[src/rtl/cache_bus_pkg.sv]
// Shared definitions for the data-cache line bus and its memory-side bridge.
// Line geometry (128-bit line, four 32-bit words) and the bridge FSM encoding.
package cache_bus_pkg;

    localparam int unsigned LINE_W   = 128;
    localparam int unsigned WORD_W   = 32;
    localparam int unsigned BEATS    = 4;
    localparam int unsigned OFFSET_W = 4;
    // Width of a line address (byte address with the in-line offset dropped)
    localparam int unsigned LADDR_W  = 32 - OFFSET_W;

    typedef enum logic [1:0] {
        StIdle    = 2'd0,
        StWr      = 2'd1,
        StRdIssue = 2'd2,
        StRdWait  = 2'd3
    } bridge_state_e;

endpackage

[src/rtl/bridge_rd_pipe.sv]
// Read-return tracker for dcache_mem_bridge.
// An RD_LAT-deep valid shift register tags every granted read issue; when a tag
// reaches the end, the SRAM word on mem_rdata belongs to the current line and is
// stored into the slot given by a 2-bit return counter.
// Ports:
//   clk, rst   clock, asynchronous active-low reset
//   issue      a read beat was granted this cycle
//   cap_en     mem_rdata holds a returned word this cycle
//   cap_slot   line slot (word index) for that word
//   cap_last   the returned word is the last of the line
module bridge_rd_pipe #(
    parameter int unsigned RD_LAT = 1
) (
    input  logic       clk,
    input  logic       rst,
    input  logic       issue,
    output logic       cap_en,
    output logic [1:0] cap_slot,
    output logic       cap_last
);

    logic [RD_LAT-1:0] vld_q, vld_d;
    logic [1:0]        slot_q, slot_d;

    assign cap_en   = vld_q[RD_LAT-1];
    assign cap_slot = slot_q;
    assign cap_last = cap_en & (slot_q == 2'd3);

    always_comb begin
        vld_d    = vld_q << 1;
        vld_d[0] = issue;
        slot_d   = cap_en ? slot_q + 2'd1 : slot_q;
    end

    always_ff @(posedge clk or negedge rst) begin
        if (!rst) begin
            vld_q  <= '0;
            slot_q <= '0;
        end else begin
            vld_q  <= vld_d;
            slot_q <= slot_d;
        end
    end

endmodule

[src/rtl/dcache_mem_bridge.sv]
// Memory-side responder for the data-cache line bus.
// Serves 128-bit line write-backs and refills as four 32-bit beats on a
// synchronous SRAM port behind the memory arbiter (an access counts only on
// mem_ce & mem_gnt).
// Ports:
//   clk, rst                         clock, asynchronous active-low reset
//   cpu_wen/cpu_waddr/cpu_wdata      write-back request (wen = byte enables)
//   dev_wrdy                         write-back can be accepted
//   cpu_ren/cpu_raddr                refill request
//   dev_rrdy                         refill can be accepted
//   dev_rvalid/dev_rdata             one-cycle refill completion with the line
//   mem_ce/mem_we/mem_be/mem_addr/mem_wdata/mem_rdata/mem_gnt   SRAM port
// Build option: DCACHE_BRIDGE_WBUF_EN adds a one-entry line write buffer.
// Write-backs are latched in one cycle, refills hitting the buffered line are
// answered from it, and the buffer drains to SRAM whenever the bridge is idle.
module dcache_mem_bridge
    import cache_bus_pkg::*;
#(
    parameter int unsigned RD_LAT = 1,
    parameter int unsigned MEM_AW = 20
) (
    input  logic              clk,
    input  logic              rst,
    input  logic [3:0]        cpu_wen,
    input  logic [31:0]       cpu_waddr,
    input  logic [LINE_W-1:0] cpu_wdata,
    output logic              dev_wrdy,
    input  logic [3:0]        cpu_ren,
    input  logic [31:0]       cpu_raddr,
    output logic              dev_rrdy,
    output logic              dev_rvalid,
    output logic [LINE_W-1:0] dev_rdata,
    output logic              mem_ce,
    output logic              mem_we,
    output logic [3:0]        mem_be,
    output logic [MEM_AW-1:0] mem_addr,
    output logic [WORD_W-1:0] mem_wdata,
    input  logic [WORD_W-1:0] mem_rdata,
    input  logic              mem_gnt
);

    bridge_state_e      state_q, state_d;
    logic [1:0]         beat_q, beat_d;
    logic [LADDR_W-1:0] wr_line_q, rd_line_q, cur_line;
    logic [LINE_W-1:0]  wr_data_q, rbuf_q, rdata_q;
    logic [3:0]         wr_be_q;
    logic               rvalid_q, rvalid_d;
    logic               wr_acc, rd_acc, issue, last_beat;
    logic               cap_en, cap_last;
    logic [1:0]         cap_slot;

`ifdef DCACHE_BRIDGE_WBUF_EN
    logic wbuf_vld_q, wbuf_vld_d;
    logic hit_q, hit_d;
    logic rd_hit;

    // The write latch doubles as the buffer; it is free whenever not valid.
    assign dev_wrdy = ~wbuf_vld_q;
`else
    assign dev_wrdy = (state_q == StIdle);
`endif
    assign dev_rrdy   = (state_q == StIdle);
    assign wr_acc     = (|cpu_wen) & dev_wrdy;
    // A write arriving together with a read wins; the read is dropped.
    assign rd_acc     = (|cpu_ren) & dev_rrdy & ~wr_acc;
    assign issue      = mem_ce & mem_gnt;
    assign last_beat  = issue & (beat_q == 2'd3);
    // Counter wraps 3->0 only when the last beat is granted.
    assign beat_d     = issue ? beat_q + 2'd1 : beat_q;
    assign dev_rvalid = rvalid_q;
    assign dev_rdata  = rdata_q;

    bridge_rd_pipe #(
        .RD_LAT(RD_LAT)
    ) u_rd_pipe (
        .clk     (clk),
        .rst     (rst),
        .issue   (issue & ~mem_we),
        .cap_en  (cap_en),
        .cap_slot(cap_slot),
        .cap_last(cap_last)
    );

    // SRAM port, decoded straight from the state so reset drops mem_ce at once.
    always_comb begin
        mem_ce    = 1'b0;
        mem_we    = 1'b0;
        mem_be    = 4'h0;
        mem_addr  = '0;
        mem_wdata = '0;
        cur_line  = (state_q == StWr) ? wr_line_q : rd_line_q;
        if (state_q == StWr || state_q == StRdIssue) begin
            mem_ce   = 1'b1;
            mem_addr = {cur_line[MEM_AW-3:0], beat_q};
            if (state_q == StWr) begin
                mem_we    = 1'b1;
                mem_be    = wr_be_q;
                mem_wdata = wr_data_q[{beat_q, 5'd0} +: WORD_W];
            end
        end
    end

    always_comb begin
        state_d  = state_q;
        rvalid_d = cap_last;
`ifdef DCACHE_BRIDGE_WBUF_EN
        hit_d      = 1'b0;
        wbuf_vld_d = wbuf_vld_q;
        rd_hit     = wbuf_vld_q & (cpu_raddr[31:OFFSET_W] == wr_line_q);
        if (hit_q) begin
            rvalid_d = 1'b1;
        end
        if (wr_acc) begin
            wbuf_vld_d = 1'b1;
        end else if (state_q == StWr && last_beat) begin
            wbuf_vld_d = 1'b0;
        end
`endif
        unique case (state_q)
            StIdle: begin
`ifdef DCACHE_BRIDGE_WBUF_EN
                // Refills go ahead of a pending drain.
                if (rd_acc) begin
                    hit_d   = rd_hit;
                    state_d = rd_hit ? StRdWait : StRdIssue;
                end else if (wbuf_vld_q) begin
                    state_d = StWr;
                end
`else
                if (wr_acc) begin
                    state_d = StWr;
                end else if (rd_acc) begin
                    state_d = StRdIssue;
                end
`endif
            end
            StWr: begin
                if (last_beat) state_d = StIdle;
            end
            StRdIssue: begin
                if (last_beat) state_d = StRdWait;
            end
            StRdWait: begin
                // Leave in the same cycle the completion pulse is shown.
                if (rvalid_q) state_d = StIdle;
            end
            default: state_d = StIdle;
        endcase
    end

    always_ff @(posedge clk or negedge rst) begin
        if (!rst) begin
            state_q   <= StIdle;
            beat_q    <= 2'd0;
            wr_line_q <= '0;
            wr_data_q <= '0;
            wr_be_q   <= 4'h0;
            rd_line_q <= '0;
            rbuf_q    <= '0;
            rdata_q   <= '0;
            rvalid_q  <= 1'b0;
`ifdef DCACHE_BRIDGE_WBUF_EN
            wbuf_vld_q <= 1'b0;
            hit_q      <= 1'b0;
`endif
        end else begin
            state_q  <= state_d;
            beat_q   <= beat_d;
            rvalid_q <= rvalid_d;
            if (wr_acc) begin
                wr_line_q <= cpu_waddr[31:OFFSET_W];
                wr_data_q <= cpu_wdata;
                wr_be_q   <= cpu_wen;
            end
            if (rd_acc) begin
                rd_line_q <= cpu_raddr[31:OFFSET_W];
            end
            if (cap_en) begin
                rbuf_q[{cap_slot, 5'd0} +: WORD_W] <= mem_rdata;
            end
            // Publish the line only when complete so dev_rdata holds the last refill.
            if (cap_last) begin
                rdata_q <= {mem_rdata, rbuf_q[3*WORD_W-1:0]};
            end
`ifdef DCACHE_BRIDGE_WBUF_EN
            wbuf_vld_q <= wbuf_vld_d;
            hit_q      <= hit_d;
            if (hit_q) begin
                rdata_q <= wr_data_q;
            end
`endif
        end
    end

endmodule

[config.mk]
export PLATFORM = sky130hd
export DESIGN_NAME = dcache_mem_bridge
export DESIGN_NICKNAME = d
export VERILOG_FILES = /design/src/rtl/cache_bus_pkg.sv /design/src/rtl/bridge_rd_pipe.sv /design/src/rtl/dcache_mem_bridge.sv
export SDC_FILE = /design/constraint.sdc
export NUM_CORES = 1
export LEC_CHECK = 0
export ABC_AREA = 1
export ABC_CLOCK_PERIOD_IN_PS = 2600
export CORE_MARGIN = 3
export CORE_UTILIZATION = 29
export DETAILED_ROUTE_END_ITERATION = 10
export PLACE_DENSITY = 0.6
export SYNTH_ARGS = -nofsm -noshare
export SYNTH_HDL_FRONTEND = slang
export SYNTH_SLANG_ARGS = --single-unit
[constraint.sdc]
create_clock -name clk -period 2.6 [get_ports clk]
set_input_delay 0.39 -clock clk [delete_from_list [all_inputs] [get_ports clk]]
set_output_delay 0.39 -clock clk [all_outputs]
set_load 0.01 [all_outputs]
# Word-level counts from Yosys, hierarchy flattened
# Index checks and enable logic that the tools add are counted.
[classes]
addsub = 3
n_eq_ne = 9
shift = 3
muxes = 16
bitwise = 9
n_reduce_logical = 5
[ops]
columns = ["op", "count"]
rows = [
  ["bitwise mux 128 bit", 1],
  ["variable shift 32 x 9 -> 128 bit, first input constant", 1],
  ["variable part select 128 x 8 -> 32 bit", 1],
  ["variable part select 32 x 9 -> 128 bit", 1],
  ["2-to-1 mux 32 bit", 2],
  ["2-to-1 mux 20 bit", 1],
  ["2-to-1 mux 18 bit", 1],
  ["2-to-1 mux 2 bit", 5],
  ["negator 7 -> 9 bit", 1],
  ["equality test 2 bit, second input constant", 4],
  ["2-to-1 mux 4 bit", 2],
  ["case mux 2 bit (4 select lines)", 1],
  ["OR reduction 4 bit", 2],
  ["bitwise AND 1 bit", 7],
  ["inequality test 2 bit, second input constant", 3],
  ["adder 2 x 1 -> 2 bit, second input constant", 2],
  ["AND reduction 4 bit", 1],
  ["2-to-1 mux 1 bit", 3],
  ["inequality test 3 x 1 -> 1 bit, second input constant", 1],
  ["equality test 2 x 1 -> 1 bit, second input constant", 1],
  ["zero test 2 bit", 1],
  ["inverter 1 bit", 2],
  ["logical OR 1 bit", 1],
]
[word_totals]
register_bits = 432
out_inout_bits = 189
word_cells = 56

# Depth between registers and ports, before layout
[depth]
depth_word = 7
ltp_mapped = 10
depth_no_buf = 10

# Modules after synthesis
# From an unflattened synthesis, not the netlist that was laid out.
[hier_totals]
hier_cells = 1808
area_unflattened_um2 = 16832.4
[modules_own_cells]
columns = ["module", "instances", "cells_per_inst", "area_per_inst_um2"]
rows = [
  ["dcache_mem_bridge", 1, 1794, 16707.3],
  ["bridge_rd_pipe", 1, 14, 125.1],
]

# Least setup slack after synthesis
# OpenSTA, ideal clock, no wires.
[synth_path]
kind = "register to output"
from = "register state_q[1]"
to = "output port mem_wdata[25]"
t_arrival_ns = 1.470
required_ns = 2.210
slack_ns = 0.740
path_stages_with_launch = 7
cell_sequence = "dfrtp_1 > inv_1 > ha_1 > buf_2 > nand2_1 > buf_2 > a21oi_1"
[synth_between]
elab_chain_cells = 3
[synth_rtl]
columns = ["item", "line", "rtl"]
rows = [
  ["start, declared", "dcache_mem_bridge.sv:42", "bridge_state_e state_q, state_d;"],
  ["start signal, assigned", "dcache_mem_bridge.sv:153", "state_q <= StIdle;"],
  ["start signal, assigned", "dcache_mem_bridge.sv:167", "state_q <= state_d;"],
  ["equality test 2 x 1 -> 1 bit / equality test 2 bit (equally long branches)", "dcache_mem_bridge.sv:92, dcache_mem_bridge.sv:95", ""],
  ["2-to-1 mux 32 bit / logical OR 1 bit (equally long branches)", "dcache_mem_bridge.sv:95, dcache_mem_bridge.sv:92", ""],
  ["2-to-1 mux 32 bit *", "dcache_mem_bridge.sv:92", "if (state_q == StWr || state_q == StRdIssue) begin"],
  ["end, declared", "dcache_mem_bridge.sv:37", "output logic [WORD_W-1:0] mem_wdata,"],
]
# Every way passes the cells marked *; elsewhere a longest branch is shown, timed or not.

# Final worst setup path
[layout_path]
from = "register state_q[0]"
to = "output port mem_addr[19]"
[layout_between]
elab_chain_cells = 3
[layout_rtl]
columns = ["item", "line", "rtl"]
rows = [
  ["equality test 2 x 1 -> 1 bit / equality test 2 bit (equally long branches)", "dcache_mem_bridge.sv:91, dcache_mem_bridge.sv:92", ""],
  ["2-to-1 mux 18 bit / logical OR 1 bit (equally long branches)", "dcache_mem_bridge.sv:91, dcache_mem_bridge.sv:92", ""],
  ["2-to-1 mux 20 bit *", "dcache_mem_bridge.sv:92", ""],
  ["end, declared", "dcache_mem_bridge.sv:36", "output logic [MEM_AW-1:0] mem_addr,"],
]
# Marked as above.

==> results_dict.tcl <==
set metrics [dict create \
    synth_seq_cells 400 \
    maxSlewViolCount 0 \
    place.gp.congestion 0.822 \
    mostFrequentLayoutCells "nand2_1, dfrtp_1, clkdlybuf4s50_1" \
    htreeDepth 2 \
    vias 14431 \
    dieArea_um2 60900 \
    cpMostUsedCell "buf_4" \
    gr-usage-all-layers_pct 16.7 \
    utilization_pct 41.2 \
    fillers 5669 \
    max_cap_violations 0 \
    final.setup_skew_ns 0.0161 \
    finalCritPeriodShare_pct 96.1 \
    p_leak_uw 0.0113 \
    cts_tree "done" \
    clk_pin_slew_ns 0.06 \
    timing.final.hold_violations 0 \
    min_period_ns 2.50 \
    hpwl_um 34900 \
    ios 424 \
    layout_commonest_cell "nand2_1" \
    cp_max_fo 7 \
    drive_above_1_share_pct 7.63 \
    clockBufferDepth 3 \
    rsz0062_at_grt "false" \
    synthCells 1914 \
    netlist_area_um2 16800 \
    fin_tns_setup_ns 0 \
    grt_pass1_vias 14437 \
    drt_first_pass_iters 5 \
    row_count 87 \
    cp_top_family "buffers and inverters" \
    die_w_um 247 \
    hold_slack_ns 0.390 \
    yosysTopAreaCell "dfrtp_1" \
    fin_cells 3080 \
    crit_path_end_kind "output pin" \
    drt_wl_total_um 51500 \
    tightest_slew_ns 0.630 \
    syn_avg_cell_area_um2 8.78 \
    syn2layout_area_growth_pct 39.3 \
    peakVddDrop_uv 526 \
    synth_warnings 0 \
    grt_pass1_wl_um 80800 \
    ys_seq_area_share_pct 59.6 \
    crit_required_ns 2.21 \
    die_h_um 247 \
    synth.area.top_cells "dfrtp_1, nand2_1, o21ai_0" \
    cpMaxStageDelayCell "dfrtp_1" \
    finalNetCount 2532 \
    cp.arrival_ns 2.11 \
    antenna_found_initial 7 \
    drc 0 \
    wl_per_cell_um 16.7 \
    grt_max_degree 127 \
    vias_per_cell 4.69 \
    crit_chain "buf_4 > ha_4 > buf_8 > buf_4 > o21ai_0 > nor2_1 > dlygate4sd2_1" \
    crit_buf_inv 4 \
    timing.slew.headroom_pct 58.0 \
    max_freq_mhz 400 \
    dpl.cell_count 2985 \
    hold_path_class "in2reg" \
    clock-sinks 400 \
    gr-total-overflow 0 \
    drtIter0Drc 1108 \
    detail-route-antenna-nets 0 \
    clock_latency_ns 0.56 \
    port_buffers 395 \
    syn_nets 2160 \
    critPathKind "reg2out" \
    synth_top_area_share_pct 59.6 \
    yosys.cell_types.count 23 \
    status "completed" \
    cpPeakStageDelay_ns 0.40 \
    power.density_nw_per_um2 1200 \
    reg2reg_slack_ns 0.74 \
    start_kind "flop" \
    start_util_pct 29.6 \
    cts_buffers 45 \
    core_um2 56800 \
    finalSetupViolCount 0 \
    cts_root_buf "clkbuf_16" \
]
worst reg2reg max path: stages (launching register included):
cell and delay (ns):
dfrtp_1 0.40, inv_2 0.11, ha_4 0.39, buf_4 0.55, nand3_1 0.23, nand2_1 0.11
cells by family (layout without fill, tap and decap cells):
group                      count (synthesis)  in the layout  synth area share [%]
and+or+nand+nor                          873            873                  21.0
other                                      0              3                     0
xor gates and xnor gates                   2              2                 0.104
adders and majority gates                 11             11                 0.819
buffers and inverters                    286            693                  7.63
AOI/OAI and AO/OA                        342            342                  10.9
DFF                                      400            400                  59.6
worst paths after layout:
check | cells after the start | startpoint | to
setup / recovery | 7 | state_q[0]$_DFFE_PN0P_ | mem_addr[19]
hold / removal | 3 | cpu_raddr[7] | rd_line_q[3]$_DFFE_PN0P_
setup reg to reg | 5 | state_q[0]$_DFFE_PN0P_ | wr_data_q[23]$_DFFE_PN0P_
hold reg to reg | 2 | wr_data_q[112]$_DFFE_PN0P_ | wr_data_q[112]$_DFFE_PN0P_
max in group asynchronous | 3 | rst | rbuf_q[6]$_DFFE_PN0P_
min in group asynchronous | 2 | rst | wr_data_q[62]$_DFFE_PN0P_
report_power, final:
group	switching [µW]	internal, µW	leakage [µW]
Combinational	6120	4680	0.00540
Clock	2620	4340	0.000805
Sequential	1430	8850	0.00505
Total	10200	17900	0.0113
area by class of cell:
cell class | count | area (µm²) | area share, %
Clock inverter | 24 | 373 | 1.59
Antenna cell | 3 | 7.51 | 0.0321
Inverter | 152 | 574 | 2.45
Tap cell | 756 | 946 | 4.04
Sequential cell | 400 | 10000 | 42.8
Clock buffer | 58 | 1260 | 5.41
Timing Repair Buffer | 459 | 4630 | 19.8
Multi-Input combinational cell | 1228 | 5590 | 23.9
per-layer routing:
metal	part of all wire (%)	up-vias	GRT usage [%]
met3	8.0	89	4.39
met4	2.6	8	4.82
met5	0.13	-	0
li1	-	6918	-
met2	46	519	26.7
met1	43	6897	22.2
per-stage QoR:
step                power [µW]  instance area, µm²  worst slack [ns]
global route             30100               23400           0.00145
detailed placement       21100               21600             0.223
floorplan                16200               16800             0.740
finish                   28000               23400             0.102
global placement         20900               21600             0.228
CTS                      28300               23300           -0.0160
repair_timing:
action | CTS | global route
hold endpoints to repair | 51 | 0
resized for setup | 76 | 20
endpoints found under the setup margin | 59 | 28
pin swaps | 2 | 2
hold buffers | 1 | 0
buffers inserted | 4 | 3
cloned | 2 | 0
sequential cells by signal, summed over array words and instances (netlist names), 2 cells and up:
signal	flops
state_q	2
beat_q	2
rbuf_q	96
dev_rdata	128
rd_line_q	18
wr_be_q	4
wr_data_q	128
wr_line_q	18
u_rd_pipe.cap_slot	2
cells in the mapped netlist, drive strengths merged:
library cell,instances
xor2,2
a21oi,35
or2,1
clkinv,1
buf,95
clkbuf,39
inv,151
nand2,521
o21ai,211
nor2,181
o22ai,96
nand3,170
ha,11
dfrtp,400
(Power assumes the default switching activity.)
